==> src/rtl/heli_game_ctrl_pkg.sv <==
// Purpose: shared state encodings, screen geometry and physics constants for the helicopter game.
// Latency: n/a (types, constants and one combinational helper function).
// Backpressure: n/a.
package heli_game_ctrl_pkg;

  // Game states; PAUSE is only reachable when the pause feature is built in.
  typedef enum logic [2:0] {
    INIT  = 3'b000,
    PLAY  = 3'b001,
    NEWHS = 3'b010,
    DEAD  = 3'b011,
    PAUSE = 3'b100
  } state_t;

  // Screen geometry, shared with the renderer.
  localparam int SCREEN_H = 480;
  localparam int PLAYER_H = 16;

  // Physics and scoring.
  localparam int GRAV        = 1;
  localparam int LIFT_ACC    = 2;
  localparam int VMAX        = 8;
  localparam int SCORE_DIV   = 8;
  localparam int HOLD_FRAMES = 120;

  localparam logic [9:0] Y_MAX   = 10'(SCREEN_H - PLAYER_H);
  localparam logic [9:0] Y_START = 10'((SCREEN_H - PLAYER_H) / 2);
  localparam logic [9:0] SCORE_MAX = 10'h3FF;

  localparam int DIV_W  = $clog2(SCORE_DIV);
  localparam int HOLD_W = $clog2(HOLD_FRAMES);

  localparam logic signed [6:0] GRAV_STEP = 7'(GRAV);
  localparam logic signed [6:0] LIFT_STEP = 7'(LIFT_ACC);
  localparam logic signed [6:0] VMAX_P    = 7'(VMAX);
  localparam logic signed [6:0] VMAX_N    = -VMAX_P;

  // One frame of velocity update: accelerate up while lift is held, fall
  // otherwise, then clamp the magnitude. Worked in 7 bits so the step can
  // never wrap before the clamp sees it.
  function automatic logic signed [5:0] vel_step(input logic signed [5:0] v,
                                                 input logic              lift_held);
    logic signed [6:0] t;
    t = {v[5], v};
    if (lift_held) t = t - LIFT_STEP;
    else           t = t + GRAV_STEP;
    if (t > VMAX_P) t = VMAX_P;
    if (t < VMAX_N) t = VMAX_N;
    vel_step = t[5:0];
  endfunction

endpackage

==> src/rtl/heli_game_ctrl_edge.sv <==
// Purpose: registered edge detector; one-cycle pulse on a rising (FALL=0) or falling (FALL=1) input edge.
// Latency: pulse is high for the clock cycle after the input change is first registered.
// Backpressure: none; free-running on every clock.
module heli_edge_det #(
  parameter bit FALL = 1'b0
) (
  input  logic clk,
  input  logic rst_n,
  input  logic sig_i,
  output logic pulse_o
);

  logic s1_q;
  logic s2_q;

  // Two-stage history; on reset both stages load the live input so that a
  // level already present at reset never looks like an edge.
  always_ff @(posedge clk) begin
    if (!rst_n) begin
      s1_q <= sig_i;
      s2_q <= sig_i;
    end else begin
      s1_q <= sig_i;
      s2_q <= s1_q;
    end
  end

  assign pulse_o = FALL ? (~s1_q & s2_q) : (s1_q & ~s2_q);

endmodule

==> src/rtl/heli_game_ctrl.sv <==
// Purpose: helicopter game sequencer - game FSM, per-frame player physics, score and high score.
// Latency: start edge -> PLAY 2 clocks later; frame-tick results visible 2 clocks after vga_v_sync falls.
// Backpressure: none; inputs are levels, game work is gated by the frame tick. Optional pause: HELI_PAUSE_EN.
module heli_game_ctrl
  import heli_game_ctrl_pkg::*;
(
  input  logic       ClkPort,
  input  logic       reset_n,
  input  logic       start,
  input  logic       lift,
  input  logic       vga_v_sync,
  input  logic       collision,
`ifdef HELI_PAUSE_EN
  input  logic       pause,
`endif
  output logic [2:0] state,
  output logic [9:0] player_y,
  output logic [9:0] player_score,
  output logic [9:0] high_score,
  output logic       hs_flag,
  output logic       scroll_en,
  output logic       game_over
);

  state_t             state_q, state_d;
  logic signed [5:0]  vel_q, vel_d;
  logic [9:0]         py_q, py_d;
  logic [9:0]         score_q, score_d;
  logic [9:0]         hs_q, hs_d;
  logic               hsf_q, hsf_d;
  logic [DIV_W-1:0]   div_q, div_d;
  logic [HOLD_W-1:0]  hold_q, hold_d;
  logic               go_q, go_d;
  logic               scroll_q, scroll_d;

  logic               start_rise;
  logic               frame_tick;

  // Candidate results of one PLAY frame, computed unconditionally.
  logic signed [5:0]  vel_nx;
  logic [10:0]        ny;
  logic               ny_low;
  logic               ny_high;
  logic               div_wrap;
  logic [DIV_W-1:0]   div_nx;
  logic [9:0]         score_nx;
  logic               hold_done;

  localparam logic [DIV_W-1:0]  DIV_LAST  = DIV_W'(SCORE_DIV - 1);
  localparam logic [HOLD_W-1:0] HOLD_LAST = HOLD_W'(HOLD_FRAMES - 1);

  heli_edge_det #(.FALL(1'b0)) u_start_edge (
    .clk     (ClkPort),
    .rst_n   (reset_n),
    .sig_i   (start),
    .pulse_o (start_rise)
  );

  heli_edge_det #(.FALL(1'b1)) u_vsync_edge (
    .clk     (ClkPort),
    .rst_n   (reset_n),
    .sig_i   (vga_v_sync),
    .pulse_o (frame_tick)
  );

`ifdef HELI_PAUSE_EN
  logic pause_rise;

  heli_edge_det #(.FALL(1'b0)) u_pause_edge (
    .clk     (ClkPort),
    .rst_n   (reset_n),
    .sig_i   (pause),
    .pulse_o (pause_rise)
  );
`endif

  // Physics and score candidates for the current frame.
  always_comb begin
    vel_nx   = vel_step(vel_q, lift);
    // py is at most Y_MAX (< 512), so bit 10 of the sum is a clean sign bit.
    ny       = {1'b0, py_q} + {{5{vel_nx[5]}}, vel_nx};
    ny_low   = ny[10];
    ny_high  = !ny[10] && (ny[9:0] > Y_MAX);
    div_wrap = (div_q == DIV_LAST);
    div_nx   = div_wrap ? '0 : div_q + 1'b1;
    score_nx = (div_wrap && score_q != SCORE_MAX) ? score_q + 10'd1 : score_q;
    hold_done = frame_tick && (hold_q == HOLD_LAST);
  end

  // Next-state and datapath update for the game FSM.
  always_comb begin
    state_d = state_q;
    vel_d   = vel_q;
    py_d    = py_q;
    score_d = score_q;
    hs_d    = hs_q;
    hsf_d   = hsf_q;
    div_d   = div_q;
    hold_d  = hold_q;
    go_d    = 1'b0;

    case (state_q)
      INIT: begin
        vel_d   = '0;
        py_d    = Y_START;
        score_d = '0;
        hsf_d   = 1'b0;
        div_d   = '0;
        hold_d  = '0;
        if (start_rise) state_d = PLAY;
      end

      PLAY: begin
        if (frame_tick) begin
          vel_d   = vel_nx;
          py_d    = ny_low ? 10'd0 : (ny_high ? Y_MAX : ny[9:0]);
          score_d = score_nx;
          div_d   = div_nx;
          hsf_d   = (score_nx > hs_q);
          // A hit ends the run on this very frame; it outranks a pause request.
          if (collision || ny_low || ny_high) begin
            go_d    = 1'b1;
            state_d = (score_nx > hs_q) ? NEWHS : DEAD;
          end
`ifdef HELI_PAUSE_EN
          else if (pause_rise) begin
            state_d = PAUSE;
          end
`endif
        end
`ifdef HELI_PAUSE_EN
        else if (pause_rise) begin
          state_d = PAUSE;
        end
`endif
      end

      NEWHS: begin
        // Score is frozen here, so latching every cycle equals latching on entry.
        hs_d = score_q;
        if (hold_done) begin
          hold_d  = '0;
          hsf_d   = 1'b0;
          state_d = INIT;
        end else if (frame_tick) begin
          hold_d = hold_q + 1'b1;
        end
      end

      DEAD: begin
        if (hold_done) begin
          hold_d  = '0;
          hsf_d   = 1'b0;
          state_d = INIT;
        end else if (frame_tick) begin
          hold_d = hold_q + 1'b1;
        end
      end

`ifdef HELI_PAUSE_EN
      PAUSE: begin
        if (pause_rise) state_d = PLAY;
      end
`endif

      default: begin
        state_d = INIT;
      end
    endcase

    scroll_d = (state_d == PLAY);
  end

  // State and datapath registers with synchronous active-low reset.
  always_ff @(posedge ClkPort) begin
    if (!reset_n) begin
      state_q  <= INIT;
      vel_q    <= '0;
      py_q     <= Y_START;
      score_q  <= '0;
      hs_q     <= '0;
      hsf_q    <= 1'b0;
      div_q    <= '0;
      hold_q   <= '0;
      go_q     <= 1'b0;
      scroll_q <= 1'b0;
    end else begin
      state_q  <= state_d;
      vel_q    <= vel_d;
      py_q     <= py_d;
      score_q  <= score_d;
      hs_q     <= hs_d;
      hsf_q    <= hsf_d;
      div_q    <= div_d;
      hold_q   <= hold_d;
      go_q     <= go_d;
      scroll_q <= scroll_d;
    end
  end

  assign state        = state_q;
  assign player_y     = py_q;
  assign player_score = score_q;
  assign high_score   = hs_q;
  assign hs_flag      = hsf_q;
  assign scroll_en    = scroll_q;
  assign game_over    = go_q;

endmodule
==> config.mk <==
export PLATFORM = sky130hd
export DESIGN_NAME = heli_game_ctrl
export DESIGN_NICKNAME = d
export VERILOG_FILES = /design/src/rtl/heli_game_ctrl_pkg.sv /design/src/rtl/heli_game_ctrl_edge.sv /design/src/rtl/heli_game_ctrl.sv
export SDC_FILE = /design/constraint.sdc
export NUM_CORES = 1
export LEC_CHECK = 0
export ABC_AREA = 1
export CORE_MARGIN = 2
export CORE_UTILIZATION = 35
export DETAILED_ROUTE_END_ITERATION = 8
export SLEW_MARGIN = 20
export SYNTH_ARGS = -nofsm -noshare
export SYNTH_HDL_FRONTEND = slang
export SYNTH_SLANG_ARGS = --single-unit
==> constraint.sdc <==
create_clock -name ClkPort -period 3.64 [get_ports ClkPort]
set_input_delay 0.728 -clock ClkPort [delete_from_list [all_inputs] [get_ports ClkPort]]
set_output_delay 0.728 -clock ClkPort [all_outputs]
set_load 0.01 [all_outputs]
==> metrics.txt, run 1 <==
status=completed; Worst Setup End Kind=flip-flop; CP max FO=4; htree depth=2; WL/cell=12.1 um; crit-path most repeated cell=nand2_1; Die W=104 um; RD Place Congestion=0.904; CTS Buffer Depth=2; Syn Nets=543; sw frac=0.278; Hold WC Path Type=flip-flop to flip-flop; area grow syn2layout=29.4%; Worst Skew=15.4 ps; Area contributors post-synth=dfxtp_1 (32%), nand2_1 (14%), ha_1 (9.7%); area of the mapped netlist=0.00347 sq mm; CP arrival=3690 ps; CTS Buf Count=5; Critical-path top delay cell=fa_2; Crit path depth=26; Cell Pwr Density=256 mW/mm^2; Buf/Inv on CP=6; flops & latches, synth=56; # DRC=0; flop-to-flop setup slack=220 ps; Fillers=980; DR vias=3382; Max stage delay on crit path=510 ps; Final Hold Viols=0; layout cells sized above 1=0.151; Int Pwr=831 uW; Reg2Reg Depth=26; Worst Path Class, Setup=flip-flop to flip-flop; Yosys top cell area share=0.323; clk root buf=clkbuf_8; synth unique cells=43; most common cell after layout, fill and taps aside=nand2_1; Final period util=0.940; Final Max Slew Viols=0; CTS tree=done; Setup crit start kind=flip-flop; final non-filler cell area=0.00449 sq mm; final hold slack=452 ps; Max Cap Viol=0; Critical Path Source=vel_q[1]; Worst-path clk slew=110 ps; antenna violations before repair=0; CP delay by family, top=simple AND/OR/NAND/NOR gates; Post-DP HPWL=6680 um; DRT antenna net count=0; Lkg Pwr=0.00196 uW; initial DRC count=110; Inserted Diodes=0; Setup Total Neg Slack=0 ps; drt total wl=8650 um; GR Util All Layers=0.159; sequential share of power=0.541; core area=0.00968 sq mm; Post-synth ARST share=0; maximum vdd ir drop=0.177 mV; r2r endpoint=scroll_en; first-pass GRT wire length=14300 um; Synth Flop Type=dfxtp_1; Rel. slew slack=0.623; CP endpoint=scroll_en; Worst Path Required=3910 ps; Clk pwr share=0.312; Gate power share=0.148; I/O pins=42; EDFF count, synth=0; Detailed Routing Iterations Pass 1=4; nets@finish=614; area leader, netlist=dfxtp_1; mean area per synthesized cell=6.82 sq um; worst slack at placement=-579 ps; commonest non-fill, non-tap cells in the layout=nand2_1 (124), inv_1 (75), dfxtp_1 (53); clock tree sinks=56; sequential area share after synthesis=0.323; Critical R2R Launch=vel_q[1]; cells after synthesis=509; vias in the first global route=3104; row count=36; Yosys Warn Count=0; placed inst area=0.00422 sq mm; slew of the pin with the lowest slew margin=564 ps; Overflow after GRT=0; Fmax=292 MHz; fin crit period=3420 ps; Final WS setup=218 ps; Skew-Pair Late Insertion Delay=320 ps; pin count of the biggest net entering global routing=20; Die ar.=0.0107 sq mm; vias per std cell=4.74; Setup-failing EPs final=0; Switch Pwr=320 uW; input/output buffers=41; Die H=104 um; Starting Density=0.358; post-layout util=0.464
-- cell usage after synthesis, drive strengths merged, types with 2 or more instances --
cell	count
xnor2	4
clkbuf	3
inv	84
nor4	2
buf	6
o21bai	2
xor2	12
ha	27
nand4	10
o22ai	5
nor2	40
nor3	8
a22o	2
nand2	133
dfxtp	56
a21oi	41
nand3	29
o21ai	31
-- worst reg2reg max path, cell delays in order, from the launching register on --
cell and delay (ps):
dfxtp_4 420, inv_6 40, ha_4 160, nand2_4 80
o22ai_4 80, xor2_2 190, buf_4 140, buf_4 120
o21ai_2 120, nand2_1 80, inv_1 60, ha_2 180
inv_2 40, fa_2 510, inv_1 50, or2_4 220
nor2_2 70, nand3_1 60, nand2_1 60, nand2_1 70
nand3_2 90, nand4_1 140, nand2_1 100, nand2_1 50
nand2_1 70, nand2_1 60, nor2_1 100
-- layer usage --
metal	GRT usage	up-vias	part of all wire
met5	0	-	0
met4	0.0376	0	0.015
met3	0.0214	8	0.033
met2	0.282	59	0.47
met1	0.205	1533	0.48
li1	-	1782	-
-- final cells by class --
cell class                      instances  area, sq um  share of cell area
Clock inverter                          3         27.5             0.00613
Inverter                               84          328              0.0730
Timing Repair Buffer                   73          656               0.146
Multi-Input combinational cell        360         2110               0.471
Tap cell                              133          166              0.0371
Clock buffer                            5         68.8              0.0153
Sequential cell                        56         1130               0.252
-- worst min-delay path by stage --
stage / to / slack [ps] / depth (start not counted) / startpoint
2_1_floorplan: u_start_edge.s2_q / 420 / 2 / u_start_edge.s1_q
3_3_place_gp: u_start_edge.s2_q / 440 / 2 / u_start_edge.s1_q
3_5_place_dp: u_start_edge.s2_q / 440 / 2 / u_start_edge.s1_q
4_1_cts: u_start_edge.s2_q / 460 / 2 / u_start_edge.s1_q
5_1_grt: u_start_edge.s2_q / 500 / 2 / u_start_edge.s1_q
6_report: u_start_edge.s2_q / 450 / 2 / u_start_edge.s1_q
-- registers in the layout, indices dropped and copies added, names as in the netlist, 3 cells and up --
register and cells:
vel_q 6, hold_q 7, player_y 10, high_score 10, state 3, player_score 10, div_q 3
-- power groups by stage --
stage	Sequential [uW]	Clock, uW	Combinational, uW
final	623	359	170
after global routing	624	395	192
after CTS	624	374	163
after detailed placement	638	0	161
after global placement	638	0	159
after floorplan	639	0	101
-- metrics by stage --
| step | total power (uW) | cells |
|---|---|---|
| floorplan | 740 | 509 |
| global placement | 798 | 702 |
| detailed placement | 799 | 702 |
| CTS | 1160 | 711 |
| global route | 1210 | 714 |
| finish | 1150 | 714 |
-- repair_timing --
action                                  CTS  global route
buffers inserted                          1             3
endpoints found under the setup margin   13            13
gates cloned                              0             0
pin swaps                                 1            16
hold buffers                              0             0
gates resized for setup                   3            45
-- kinds of logic (layout without fill, tap and decap cells) --
| family | count (synthesis) | in the layout | synth area share |
|---|---|---|---|
| fa+ha+maj | 28 | 28 | 0.103 |
| simple gates | 226 | 226 | 0.282 |
| flops | 56 | 56 | 0.323 |
| compound gates | 89 | 89 | 0.142 |
| buf+inv | 93 | 165 | 0.105 |
| xor+xnor | 16 | 16 | 0.0426 |
| other cells | 1 | 1 | 0.00108 |
No activity file was read; power rests on OpenSTA's default activity.
==> run 2, diff against run 1 <==
--- a/config.mk
+++ b/config.mk
@@ -6,7 +6,7 @@
 export NUM_CORES = 1
 export LEC_CHECK = 0
 export ABC_AREA = 1
-export CORE_MARGIN = 2
+export CORE_MARGIN = 8
 export CORE_UTILIZATION = 35
 export DETAILED_ROUTE_END_ITERATION = 8
 export SLEW_MARGIN = 20
==> run 2 against run 1 <==
Against the previous run:
- register-to-register slack barely moved
- count of clock-buffer cells in the layout unchanged
- via count grew 0.24%
- combinational power hardly changed
- flip-flop and latch count is the same
- hold slack better by 13 ps
- utilization decreased by 0.59 points
- largest cell class unchanged
- highest routed layer unchanged
==> metrics.txt, run 2 (synthesized netlist as in run 1, its figures left out) <==
status=completed (unchanged); Worst Skew=3.47 ps (was 15.4 ps); Fmax=289 MHz (was 292 MHz); PnR Total Power=1140 uW (was 1150 uW); GRT met1 Usage=0.172 (was 0.205); Int Pwr=825 uW (was 831 uW); nets@finish=616 (was 614); Clk pwr share=0.308 (was 0.312); Inserted Diodes=0 (unchanged); Max stage delay on crit path=530 ps (was 510 ps); Overflow after GRT=0 (unchanged); I/O pins=42 (unchanged); DRT antenna net count=0 (unchanged); commonest non-fill, non-tap cells in the layout=nand2_1 (125), inv_1 (74), dfxtp_1 (53) (was nand2_1 (124), inv_1 (75), dfxtp_1 (53)); Worst Setup End Kind=flip-flop (unchanged); Skew-Pair Late Insertion Delay=310 ps (was 320 ps); Worst Path Required=3900 ps (was 3910 ps); placed inst area=0.00422 sq mm (unchanged); layout cells sized above 1=0.148 (was 0.151); Max Cap Viol=0 (unchanged); Worst-path clk slew=100 ps (was 110 ps); GR Util met2=0.228 (was 0.282); GR Util All Layers=0.135 (was 0.159); antenna violations before repair=0 (unchanged); CTS Hold Bufs=0 (unchanged); Final Hold Viols=0 (unchanged); row count=36 (unchanged); crit-path most repeated cell=nand2_1 (unchanged); CP arrival=3720 ps (was 3690 ps); vias in the first global route=3179 (was 3104); drt total wl=8870 um (was 8650 um); post-layout util=0.458 (was 0.464); Final Max Slew Viols=0 (unchanged); most common cell after layout, fill and taps aside=nand2_1 (unchanged); clock tree sinks=56 (unchanged); Starting Density=0.358 (unchanged); core area=0.00968 sq mm (unchanged); maximum vdd ir drop=0.174 mV (was 0.177 mV); area grow syn2layout=27.8% (was 29.4%); Detailed Routing Iterations Pass 1=5 (was 4); Rel. slew slack=0.617 (was 0.623); CTS Buf Count=5 (unchanged); Worst Path Class, Setup=input pin to flip-flop (was flip-flop to flip-flop); pin count of the biggest net entering global routing=20 (unchanged); clk root buf=clkbuf_8 (unchanged); CP max FO=5 (was 4); Final period util=0.952 (was 0.940); RD Place Congestion=0.893 (was 0.904); Die H=116 um (was 104 um); slew of the pin with the lowest slew margin=574 ps (was 564 ps); Post-DP HPWL=6880 um (was 6680 um); fin crit period=3460 ps (was 3420 ps); Switch Pwr=319 uW (was 320 uW); sw frac=0.279 (was 0.278); DR vias=3390 (was 3382); WL/cell=12.4 um (was 12.1 um); Hold WC Path Type=flip-flop to flip-flop (unchanged); Critical-path top delay cell=fa_2 (unchanged); CTS Buffer Depth=2 (unchanged); vias per std cell=4.73 (was 4.74); # DRC=0 (unchanged); input/output buffers=41 (unchanged); Gate power share=0.148 (about the same); Setup-failing EPs final=0 (unchanged); Setup crit start kind=input pin (was flip-flop); first-pass GRT wire length=14700 um (was 14300 um); final non-filler cell area=0.00443 sq mm (was 0.00449 sq mm); CTS tree=done (unchanged); Lkg Pwr=0.00195 uW (was 0.00196 uW); Die ar.=0.0134 sq mm (was 0.0107 sq mm); initial DRC count=176 (was 110); grt peak-use layer=met2 (unchanged); GR Layer Usage met3=0.0271 (was 0.0214); htree depth=2 (unchanged); Cell Pwr Density=258 mW/mm^2 (was 256 mW/mm^2); sequential share of power=0.544 (was 0.541); Die W=116 um (was 104 um); Fillers=991 (was 980); final hold slack=465 ps (was 452 ps)
==> run 2: cell count changes in the layout (fill, tap and decap cells not counted), sizes merged <==
cell      previous run  this run
buf                 33        34
clkbuf               5         6
clkinv               1         2
clkinvlp             1         0
==> run 2: worst max-delay path: cells and delay by family <==
kind / cells / cell delay, ps
XOR/XNOR: 1 / 230
buffers and inverters: 5 / 410
AO/OA/AOI/OAI: 1 / 70
AND/OR/NAND/NOR: 17 / 1560
adder cells (fa/ha/maj): 2 / 700
==> run 2: layer usage <==
metal	routed length (um)	part of all wire
met1	4210	0.47
met2	4160	0.47
met3	418	0.047
met4	83	0.0094
met5	0	0
==> run 2: path summary, 6_finish.rpt <==
kind | slack, ps | depth (start not counted) | start | end
worst min register to register | 460 | 2 | u_start_edge.s1_q | u_start_edge.s2_q
worst min-delay path | 460 | 2 | u_start_edge.s1_q | u_start_edge.s2_q
worst max register to register | 230 | 26 | vel_q[2] | scroll_en
worst max-delay path | 180 | 26 | lift | scroll_en
==> run 2: repair_timing <==
item	in CTS	in global routing
pin swaps	1	16
setup buffers	1	5
endpoints found under the setup margin	13	12
resized for setup	3	32
==> run 2: power by group through the flow <==
| stage | Sequential (uW) | Combinational (uW) | Clock [uW] |
|---|---|---|---|
| floorplan | 639 | 101 | 0 |
| global placement | 638 | 159 | 0 |
| detailed placement | 638 | 161 | 0 |
| CTS | 624 | 162 | 365 |
| global route | 624 | 190 | 392 |
| finish | 622 | 169 | 353 |
==> run 2: area by class of cell <==
cell class	count	area, sq um	share of cell area
Multi-Input combinational cell	360	2060	0.466
Inverter	84	318	0.0717
Tap cell	133	166	0.0375
Clock inverter	3	22.5	0.00508
Sequential cell	56	1130	0.255
Timing Repair Buffer	75	663	0.150
Clock buffer	5	68.8	0.0155
==> run 2: through the flow <==
stage	setup WS (ps)	cells	TNS, ps
after detailed placement	-609	702	-6690
after floorplan	0.131	509	0
after global routing	-75.7	716	-132
final	176	716	0
after global placement	-496	702	-5640
after CTS	33.6	711	0
